--- src/rtl/fetch_branch_predictor_pkg.sv ---
// Shared definitions for the fetch branch predictor: 2-bit counter encodings and reset value.
package fetch_branch_predictor_pkg;

  typedef logic [1:0] bp_ctr_t;

  localparam bp_ctr_t BP_SNT       = 2'b00;
  localparam bp_ctr_t BP_WNT       = 2'b01;
  localparam bp_ctr_t BP_WT        = 2'b10;
  localparam bp_ctr_t BP_ST        = 2'b11;
  localparam bp_ctr_t BP_CTR_RESET = BP_WNT;

endpackage

--- src/rtl/fetch_branch_predictor_bp_sat_ctr2.sv ---
// Combinational next state of one 2-bit saturating counter.
module bp_sat_ctr2
  import fetch_branch_predictor_pkg::*;
(
  input  bp_ctr_t ctr,
  input  logic    taken,
  output bp_ctr_t ctr_next
);

  always_comb begin
    ctr_next = ctr;
    if (taken) begin
      if (ctr != BP_ST) ctr_next = ctr + 2'd1;
    end else begin
      if (ctr != BP_SNT) ctr_next = ctr - 2'd1;
    end
  end

endmodule

--- src/rtl/fetch_branch_predictor.sv ---
// Bimodal 2-bit-counter branch predictor with performance counters.
// Define BP_GSHARE_EN to XOR the global history into the table index.
module fetch_branch_predictor
  import fetch_branch_predictor_pkg::*;
#(
  parameter int ENTRIES  = 32,
  parameter int GHR_BITS = 5,
  parameter int CNT_W    = 32
) (
  input  logic                clk,
  input  logic                rst_n,
  input  logic                bp_enable,
  input  logic                f_valid,
  input  logic [31:0]         f_pc,
  output logic                br_pred_taken,
  output logic [GHR_BITS-1:0] f_ghr,
  input  logic                x_valid,
  input  logic [31:0]         x_pc,
  input  logic                x_taken,
  input  logic                x_pred_taken,
  input  logic [GHR_BITS-1:0] x_ghr,
  output logic                x_mispredict,
  output logic [CNT_W-1:0]    perf_branches,
  output logic [CNT_W-1:0]    perf_mispred
);

  localparam int IW = $clog2(ENTRIES);

  logic [ENTRIES-1:0][1:0] ctr_arr;
  logic [IW-1:0]           f_idx;
  logic [IW-1:0]           x_idx;
  logic [GHR_BITS-1:0]     ghr;
  bp_ctr_t                 ctr_cur;
  bp_ctr_t                 ctr_next;
  logic [CNT_W-1:0]        perf_branches_reg;
  logic [CNT_W-1:0]        perf_mispred_reg;

`ifdef BP_GSHARE_EN
  logic [GHR_BITS-1:0] ghr_reg;

  // History advances in resolution order only, never speculatively.
  always_ff @(posedge clk or negedge rst_n) begin
    if (!rst_n) begin
      ghr_reg <= '0;
    end else if (x_valid) begin
      ghr_reg <= {ghr_reg[GHR_BITS-2:0], x_taken};
    end
  end

  assign ghr   = ghr_reg;
  assign f_idx = f_pc[IW+1:2] ^ IW'(ghr);
  assign x_idx = x_pc[IW+1:2] ^ IW'(x_ghr);
`else
  logic unused_ghr;
  assign unused_ghr = &{1'b0, x_ghr};
  assign ghr   = '0;
  assign f_idx = f_pc[IW+1:2];
  assign x_idx = x_pc[IW+1:2];
`endif

  logic unused_pc_bits;
  assign unused_pc_bits = &{1'b0, f_pc[1:0], f_pc[31:IW+2], x_pc[1:0], x_pc[31:IW+2]};

  assign ctr_cur = ctr_arr[x_idx];

  bp_sat_ctr2 u_sat_ctr2 (
    .ctr      (ctr_cur),
    .taken    (x_taken),
    .ctr_next (ctr_next)
  );

  // Flop-based table so every entry can reset asynchronously.
  generate
    for (genvar gi = 0; gi < ENTRIES; gi++) begin : gen_tbl
      bp_ctr_t ctr_reg;

      always_ff @(posedge clk or negedge rst_n) begin
        if (!rst_n) begin
          ctr_reg <= BP_CTR_RESET;
        end else if (x_valid && (x_idx == IW'(gi))) begin
          ctr_reg <= ctr_next;
        end
      end

      assign ctr_arr[gi] = ctr_reg;
    end
  endgenerate

  // Lookup reads the pre-update table; no bypass from the update path.
  assign br_pred_taken = bp_enable & f_valid & ctr_arr[f_idx][1];
  assign f_ghr         = ghr;
  assign x_mispredict  = x_valid & (x_taken ^ x_pred_taken);

  // Counters wrap freely; software works with differences.
  always_ff @(posedge clk or negedge rst_n) begin
    if (!rst_n) begin
      perf_branches_reg <= '0;
      perf_mispred_reg  <= '0;
    end else begin
      if (x_valid)      perf_branches_reg <= perf_branches_reg + CNT_W'(1);
      if (x_mispredict) perf_mispred_reg  <= perf_mispred_reg + CNT_W'(1);
    end
  end

  assign perf_branches = perf_branches_reg;
  assign perf_mispred  = perf_mispred_reg;

endmodule

--- config.mk ---
export PLATFORM = sky130hd
export DESIGN_NAME = fetch_branch_predictor
export DESIGN_NICKNAME = d
export VERILOG_FILES = /design/src/rtl/fetch_branch_predictor_pkg.sv /design/src/rtl/fetch_branch_predictor_bp_sat_ctr2.sv /design/src/rtl/fetch_branch_predictor.sv
export SDC_FILE = /design/constraint.sdc
export NUM_CORES = 1
export LEC_CHECK = 0
export CORE_ASPECT_RATIO = 1.2
export CORE_MARGIN = 5
export CORE_UTILIZATION = 30
export CTS_CLUSTER_SIZE = 16
export DETAILED_ROUTE_END_ITERATION = 10
export PLACE_DENSITY = 0.54
export SYNTH_ARGS = -nofsm -noshare
export SYNTH_HDL_FRONTEND = slang
export SYNTH_SLANG_ARGS = --single-unit
--- constraint.sdc ---
create_clock -name clk -period 3.85 [get_ports clk]
set_clock_uncertainty 0.05 [all_clocks]
set_input_delay 1.155 -clock clk [delete_from_list [all_inputs] [get_ports clk]]
set_output_delay 1.155 -clock clk [all_outputs]
set_load 0.03 [all_outputs]
==> impl_metrics.yaml, run 1 <==
run_status:
  outcome: "finished with violations"
  violations: "negative setup slack"
critical_path:
  critPathLaunchType: "primary input"
  crit_type: "in -> out"
  cp_max_fo: 4
  arrival_ns: 2.74
  slowest_stage: "mux4_2"
  rr_worst_depth: 6
  crit_chain: "buf_8, buf_8, mux4_2, mux4_2, mux2i_1, nor2_1, buf_4"
  timing.critical_path.slowest_cell_delay_ns: 0.52
  crit_path_end_kind: "output pin"
  cp.required_ns: 2.64
final_layout:
  fin_util: 0.394
  mostFrequentLayoutCell: "nand2_1"
  largest_register_ffs: 64
  final_cell_mix: "nand2_1 (123), dfrtp_1 (96), clkdlybuf4s50_1 (77), o31ai_1 (64)"
  drive_above_1_share: 0.194
  antenna_cells: 0
  syn_to_final_growth_pct: 29.5
  fin_nets: 755
  fin_cells: 960
logic_synthesis:
  synth_async_sr_flop_share: 1.00
  synth_xor_area_frac: 0.0867
  synthSimpleGateAreaFrac: 0.168
  synth_edf_count: 0
  yosysUniqueCellTypes: 36
  ys.warnings.count: 0
  ys_seq_area_frac: 0.510
  synth_top_family_by_area: "simple AND/OR/NAND/NOR gates"
  ys.flop_type: "dfrtp_1"
  synth_compound_area_frac: 0.0844
  synthAdderAreaFrac: 0.00393
  muxShareOfSynthArea: 0.111
  syn-instance-count: 578
  syn_area_per_cell_um2: 11.0
  syn_area_mm2: 0.00636
  synth_seq_cells: 128
floorplan:
  fp.coreArea_mm2: 0.0209
  dieArea_mm2: 0.0242
  num_io_pins: 147
  rows: 58
  initial_core_util: 0.304
  die_w_um: 143
  die_h_um: 170
hold_path:
  hold_path_class: "reg -> reg"
  hold_depth: 2
drt:
  vias: 4723
  viasPerCell: 4.92
  routed_wirelength_mm: 15.9
  first_pass_iters: 5
  wl_per_cell_um: 16.6
  drtAntennaViolNets: 0
  drtIter0Drc: 213
  drcViolationCount: 0
global_routing:
  first_global_vias: 4999
  grt.total_usage: 0.138
  grt_antenna_before_repair: 0
  grt_pass1_wl_mm: 26.6
  grt_max_degree: 76
  grt_overflow: 0
sta:
  worst-slew-pin-transition_ns: 0.706
  setup_viol: 1
  finalCritPeriodShare: 1.02
  grt_setup_unrepaired: "yes"
  worst_hold_slack_ns: 0.420
  timing.fmax_ghz: 0.254
  period_needed_ns: 3.94
  slew_viol_final: 0
  max-slew-margin-rel: 0.529
  tns_ns: -0.0927
  final_hold_viol_count: 0
  fin_ws_ns: -0.0927
placement:
  dp_cells: 928
  gp_congestion: 0.824
  io_buffers: 82
  place_hpwl_mm: 11.5
power_and_ir_drop:
  max-vdd-ir-drop_mv: 0.407
  powerDensity_mw_per_mm2: 538
  fin_total_pwr_uw: 4430
  p_leak_uw: 0.00344
cts:
  path_clk_slew_ns: 0.05
  cts.sinks: 128
  worstSkewPairLatency_ns: 0.41
  cts_tree: "built"
  cts_made_buffers: 17
  root_buffer: "clkbuf_16"
  htreeDepth: 4
  clock_path_buffers: 2
  cts_hold_buf: 0
  cts_setup_buffers: 0
flow_run:
  maxCapViolCount: 0
==> cell usage after synthesis (all sizes together) (3+ instances only) <==
cell type / number / area (um^2)
inv: 11 / 41.3
nand4: 15 / 93.8
nor4: 6 / 37.5
or2: 3 / 18.8
nor3: 19 / 95.1
dfstp: 32 / 841
nand2b: 5 / 31.3
and4: 5 / 43.8
nor2b: 3 / 18.8
nand2: 123 / 462
o31ai: 64 / 480
dfrtp: 96 / 2400
clkbuf: 8 / 30.0
mux4: 27 / 608
xnor2: 32 / 280
nand3: 16 / 80.1
buf: 26 / 155
and2: 6 / 37.5
nor2: 25 / 96.4
and3: 5 / 31.3
mux2: 7 / 78.8
xor2: 31 / 272
==> layout make-up <==
type | instances | area [um^2]
Clock buffer | 19 | 433
Clock inverter | 13 | 191
Fill cell | 2037 | 12700
Inverter | 11 | 41.3
Multi-Input combinational cell | 409 | 2910
Sequential cell | 128 | 3240
Tap cell | 270 | 338
Timing Repair Buffer | 110 | 1080
==> through the flow <==
stage,setup slack [ns],instance area [um^2]
floorplan,0.0573,6380
global placement,-0.969,7600
detailed placement,-1.02,7600
CTS,-0.130,8230
global route,-0.167,8240
finish,-0.0927,8240
==> where the power goes <==
group	total (uW)	internal, uW	switching [uW]
Combinational	929	424	505
Clock	1710	1090	620
Sequential	1790	1620	179
==> metal layers <==
metal  up-vias  share of wire  global-route usage
met4         0          0.010              0.0327
li1       2235              -                   -
met2       129           0.50               0.227
met1      2346           0.44               0.178
met5         -              0                   0
met3        13          0.056              0.0423
==> worst max-delay path: cells and delay by family <==
kind                   cells  cell delay [ns]
and+or+nand+nor            1             0.06
buffers and inverters      3             0.35
muxes                      3             1.17
==> final timing paths <==
check                                        from                endpoint  slack (ns)
setup / recovery                          f_pc[2]           br_pred_taken       -0.09
hold / removal             gen_tbl[24].ctr_reg[0]  gen_tbl[24].ctr_reg[0]        0.42
setup reg to reg            gen_tbl[3].ctr_reg[0]  gen_tbl[17].ctr_reg[0]        1.40
hold reg to reg            gen_tbl[24].ctr_reg[0]  gen_tbl[24].ctr_reg[0]        0.42
max in group asynchronous                   rst_n        perf_mispred[28]        2.16
min in group asynchronous                   rst_n   gen_tbl[1].ctr_reg[1]        0.73
==> logic make-up (layout without fill, tap and decap cells) <==
| group | count (synthesis) | count (layout) |
|---|---|---|
| AND/OR/NAND/NOR | 234 | 234 |
| flip-flops | 128 | 128 |
| AO/OA/AOI/OAI | 69 | 69 |
| XOR/XNOR | 63 | 63 |
| buffers and inverters | 45 | 153 |
| multiplexers | 36 | 36 |
| adder cells (fa/ha/maj) | 2 | 2 |
| other | 1 | 5 |
==> timing repair <==
action,CTS,global route
pin swaps,1,1
gates resized for setup,14,5
setup endpoints to repair,1,1
Note: power is estimated with default switching activity, not from simulation.
==> run 2, diff against run 1 <==
==> constraint.sdc (replaced) <==
create_clock -name clk -period 3.85 [get_ports clk]
set_clock_uncertainty 0.05 [all_clocks]
set_input_delay 0.385 -clock clk [delete_from_list [all_inputs] [get_ports clk]]
set_output_delay 0.385 -clock clk [all_outputs]
set_load 0.03 [all_outputs]
==> run 2 against run 1 <==
The run now ends clean. Flip-flop and latch count did not move. Via count fell by 1.9%. Total power fell by 2.1%. Fmax rose by 20%. Combinational power fell by 2%. First-iteration DRC count rose by 34%. Design area fell by 1.7%. Setup slack improved by 0.65 ns. Sequential power barely moved. Largest power group unchanged.
==> impl_metrics.yaml, run 2 (synthesis results as in run 1) <==
run_status:
  outcome: "finished clean"
critical_path:
  rr_worst_depth: 6
  r2r_slack_ns: 1.38
  crit_path_end_kind: "output pin"
  cp.required_ns: 3.41
  r2r-end: "gen_tbl[23].ctr_reg[0]"
  crit_type: "in -> out"
  cp_max_fo: 8
  r2r_start: "gen_tbl[23].ctr_reg[1]"
  arrival_ns: 2.86
  startpoint: "f_pc[2]"
  critPathLaunchType: "primary input"
sta:
  worst_hold_slack_ns: 0.00886
  tns_ns: 0
  final_hold_viol_count: 0
  max-slew-margin-rel: 0.440
  grt_setup_unrepaired: "no"
  period_needed_ns: 3.29
  timing.fmax_ghz: 0.304
  worst-slew-pin-transition_ns: 0.839
  setup_viol: 0
  finalCritPeriodShare: 0.855
  slew_viol_final: 0
power_and_ir_drop:
  max-vdd-ir-drop_mv: 0.316
  p_leak_uw: 0.00335
  powerDensity_mw_per_mm2: 535
  fin_total_pwr_uw: 4340
floorplan:
  fp.coreArea_mm2: 0.0209
  num_io_pins: 147
  initial_core_util: 0.304
  die_h_um: 170
  rows: 58
  dieArea_mm2: 0.0242
  die_w_um: 143
final_layout:
  antenna_cells: 0
  largest_register_ffs: 64
  syn_to_final_growth_pct: 27.4
  fillCellCount: 2022
  fin_util: 0.388
  drive_above_1_share: 0.177
  final_area_mm2: 0.00810
  fin_nets: 742
  final_cell_mix: "nand2_1 (123), dfrtp_1 (96), clkdlybuf4s50_1 (81), o31ai_1 (64)"
  mostFrequentLayoutCell: "nand2_1"
drt:
  routed_wirelength_mm: 15.7
  first_pass_iters: 4
  viasPerCell: 4.89
  drcViolationCount: 0
  drtAntennaViolNets: 0
  vias: 4632
  wl_per_cell_um: 16.5
  drtIter0Drc: 286
global_routing:
  grt_antenna_before_repair: 0
  first_global_vias: 5001
  grt_pass1_wl_mm: 26.2
  grt.total_usage: 0.136
  grt_overflow: 0
  grt_max_degree: 66
cts:
  cts_hold_buf: 0
  root_buffer: "clkbuf_16"
  clock_path_buffers: 2
  cts_tree: "built"
  path_clk_slew_ns: 0.06
  cts_made_buffers: 17
  htreeDepth: 4
  cts_setup_buffers: 0
  cts.sinks: 128
  worstSkewPairLatency_ns: 0.41
  cts_resized: 0
flow_run:
  maxCapViolCount: 0
placement:
  place_hpwl_mm: 10.9
  gp_congestion: 0.806
  dpl_cell_area_mm2: 0.00750
  io_buffers: 82
hold_path:
  hold_path_class: "in -> async"
==> run 2: cell types whose count changed in the layout (fill, tap and decap cells not counted), sizes merged <==
cell           delta
buf              -16
bufinv            -2
clkdlybuf4s15     -1
clkdlybuf4s50     +4
clkinv            -4
clkinvlp          +2
inv               +4
==> run 2: through the flow <==
step	setup WS [ns]	std cells
final	0.559	947
after global routing	0.485	947
after CTS	0.541	947
after floorplan	1.33	582
after detailed placement	0.470	915
after global placement	0.538	915
==> run 2: how the worst max path moves through the flow <==
stage	end	slack, ns	cells after the start
floorplan	br_pred_taken	1.33	5
CTS	br_pred_taken	0.54	7
global placement	br_pred_taken	0.54	7
finish	br_pred_taken	0.56	7
detailed placement	gen_tbl[1].ctr_reg[0]	0.47	8
global route	br_pred_taken	0.48	7
==> run 2: power by group <==
part,total [uW],internal [uW],leakage (uW),switching [uW]
clock,1640,997,0.000279,642
combinational,912,410,0.00147,502
sequential,1790,1610,0.00160,173
total,4340,3020,0.00335,1320
==> run 2: layout make-up <==
cell class	instances	area, um^2	area share
clock buffers	19	453	0.0559
clock inverters	13	150	0.0185
inverters	11	41.3	0.00509
multi-input cells	409	2910	0.359
flip-flops and latches	128	3240	0.400
well taps	270	338	0.0417
repair buffers	97	968	0.119
==> run 2: worst max-delay path: stages <==
cell             delay, ns
clkdlybuf4s50_1       0.46
buf_4                 0.22
mux4_2                0.54
mux4_2                0.47
mux2i_1               0.14
nor2_1                0.05
clkdlybuf4s50_1       0.59
==> run 2: metal layers <==
| layer | part of all wire | vias up | wire (um) | GRT usage |
|---|---|---|---|---|
| met5 | 0 | - | 0 | 0 |
| met4 | 0.0093 | 0 | 146 | 0.0389 |
| met3 | 0.062 | 13 | 973 | 0.0521 |
| met2 | 0.49 | 107 | 7680 | 0.217 |
| met1 | 0.44 | 2298 | 6870 | 0.172 |
| li1 | - | 2214 | - | - |
==> run 3, diff against run 2 <==
--- a/config.mk
+++ b/config.mk
@@ -5,7 +5,8 @@
 export SDC_FILE = /design/constraint.sdc
 export NUM_CORES = 1
 export LEC_CHECK = 0
-export CORE_ASPECT_RATIO = 1.2
+export ABC_CLOCK_PERIOD_IN_PS = 3850
+export CORE_ASPECT_RATIO = 1.75
 export CORE_MARGIN = 5
 export CORE_UTILIZATION = 30
 export CTS_CLUSTER_SIZE = 16
==> run 3 against run 2 <==
Clock power is 6% higher. Design area barely moved. Routed wire length up 7.0%. Total power grew 2.8%. Fmax about the same. Non-clock buffer count decreased by 1. Flip-flop and latch count did not move. Setup slack better by 0.0015 ns. Critical path depth did not move. Die area up 0.42%. Hold slack gained 0.062 ns. Critical path type unchanged. Critical endpoint unchanged.
==> impl_metrics.yaml, run 3 (synthesis results as in run 1) <==
run_status:
  outcome: "finished clean"
sta:
  fin_ws_ns: 0.560
  timing.fmax_ghz: 0.304
  tns_ns: 0
  slew_viol_final: 0
  grt_setup_unrepaired: "no"
  finalCritPeriodShare: 0.854
  setup_viol: 0
  final_hold_viol_count: 0
  max-slew-margin-rel: 0.373
  period_needed_ns: 3.29
  worst-slew-pin-transition_ns: 0.940
final_layout:
  drive_above_1_share: 0.172
  fin_cells: 928
  mostFrequentLayoutCell: "nand2_1"
  antenna_cells: 0
  fin_nets: 741
  final_cell_mix: "nand2_1 (123), dfrtp_1 (96), clkdlybuf4s50_1 (81), o31ai_1 (64)"
  syn_to_final_growth_pct: 27.3
  largest_register_ffs: 64
  fillCellCount: 2073
power_and_ir_drop:
  comb_power_share: 0.205
  max-vdd-ir-drop_mv: 0.287
  fin_total_pwr_uw: 4460
  pwr-share-seq: 0.404
  power_switching_share: 0.289
  internal_power_uw: 3170
  switching_power_uw: 1290
  p_leak_uw: 0.00336
  powerDensity_mw_per_mm2: 551
  p_clk_frac: 0.391
drt:
  wl_per_cell_um: 18.1
  drcViolationCount: 0
  first_pass_iters: 5
  drtIter0Drc: 376
  drtAntennaViolNets: 0
  viasPerCell: 5.09
  routed_wirelength_mm: 16.8
  vias: 4723
cts:
  cts_tree: "built"
  htreeDepth: 4
  cts_setup_buffers: 0
  clock_path_buffers: 2
  worstSkewPairLatency_ns: 0.42
  cts.sinks: 128
  path_clk_slew_ns: 0.05
  root_buffer: "clkbuf_16"
  cts_resized: 0
  cts_made_buffers: 17
  cts_hold_buf: 0
global_routing:
  grt.total_usage: 0.145
  grt_antenna_before_repair: 0
  grt_max_degree: 74
  grt_overflow: 0
  grt_pass1_wl_mm: 27.6
  first_global_vias: 5110
critical_path:
  cp_max_fo: 8
  critPathLaunchType: "primary input"
  crit_family: "buffers and inverters"
  r2r_start: "gen_tbl[17].ctr_reg[1]"
  timing.critical_path.slowest_cell_delay_ns: 0.59
  r2r-end: "gen_tbl[5].ctr_reg[0]"
  crit_chain: "clkdlybuf4s50_1, buf_4, mux4_2, mux4_2, mux2i_1, nor2_1, clkdlybuf4s50_1"
  crit_path_end_kind: "output pin"
  rr_worst_depth: 6
  r2r_slack_ns: 1.41
  cp.required_ns: 3.41
  crit_buf_inv: 3
  crit_type: "in -> out"
  arrival_ns: 2.85
  slowest_stage: "clkdlybuf4s50_1"
flow_run:
  maxCapViolCount: 0
floorplan:
  die_w_um: 120
  initial_core_util: 0.304
  fp.coreArea_mm2: 0.0209
  dieArea_mm2: 0.0243
  rows: 70
  num_io_pins: 147
  die_h_um: 203
placement:
  post-place-ws_ns: 0.392
  dp_cells: 896
  place_hpwl_mm: 12.2
  gp_congestion: 0.826
  io_buffers: 82
hold_path:
  hold_path_class: "in -> async"
-- run 3: cell count changes in the layout (fill, tap and decap cells not counted) --
cell | before | now
nor2_2 | 2 | 1
clkinv_2 | 0 | 1
clkbuf_1 | 0 | 2
clkinvlp_4 | 5 | 4
bufinv_16 | 2 | 4
inv_6 | 4 | 0
clkinv_4 | 2 | 0
clkbuf_8 | 2 | 4
nor2_1 | 23 | 24
buf_12 | 3 | 2
-- run 3: worst max-delay path by stage --
stage | start | endpoint | slack [ns] | cells past startpoint
after global placement | x_pc[3] | gen_tbl[2].ctr_reg[1] | 0.44 | 8
after floorplan | f_pc[2] | br_pred_taken | 1.33 | 5
after CTS | f_pc[2] | br_pred_taken | 0.54 | 7
after detailed placement | x_pc[3] | gen_tbl[2].ctr_reg[0] | 0.39 | 8
after global routing | f_pc[2] | br_pred_taken | 0.45 | 7
final | f_pc[2] | br_pred_taken | 0.56 | 7
-- run 3: metrics by stage --
step | utilization | area (um^2) | hold WS, ns
CTS | 0.387 | 8100 | 0.0799
floorplan | - | 6380 | 0.0394
global placement | 0.356 | 7460 | 0.409
finish | 0.387 | 8100 | 0.0707
detailed placement | 0.356 | 7460 | 0.412
global route | 0.387 | 8100 | 0.145
-- run 3: layer usage --
metal	track usage	vias up	routed length, um
li1	-	2223	-
met1	0.161	2333	6310
met2	0.255	134	8920
met3	0.0418	33	1020
met4	0.0627	0	506
met5	0	-	0
-- run 3: layout make-up --
class	instances	area (um^2)	share of cell area
clock buffers	23	488	0.0603
clock inverters	9	155	0.0192
inverters	11	41.3	0.00510
multi-input cells	409	2910	0.359
flip-flops and latches	128	3240	0.400
well taps	252	315	0.0389
repair buffers	96	948	0.117
-- run 3: power groups by stage --
stage	logic (uW)	registers (uW)	clock network, uW
CTS	931	1800	1790
global placement	900	1810	0
floorplan	495	1880	0
global route	1000	1830	1840
detailed placement	930	1820	0
finish	916	1800	1740
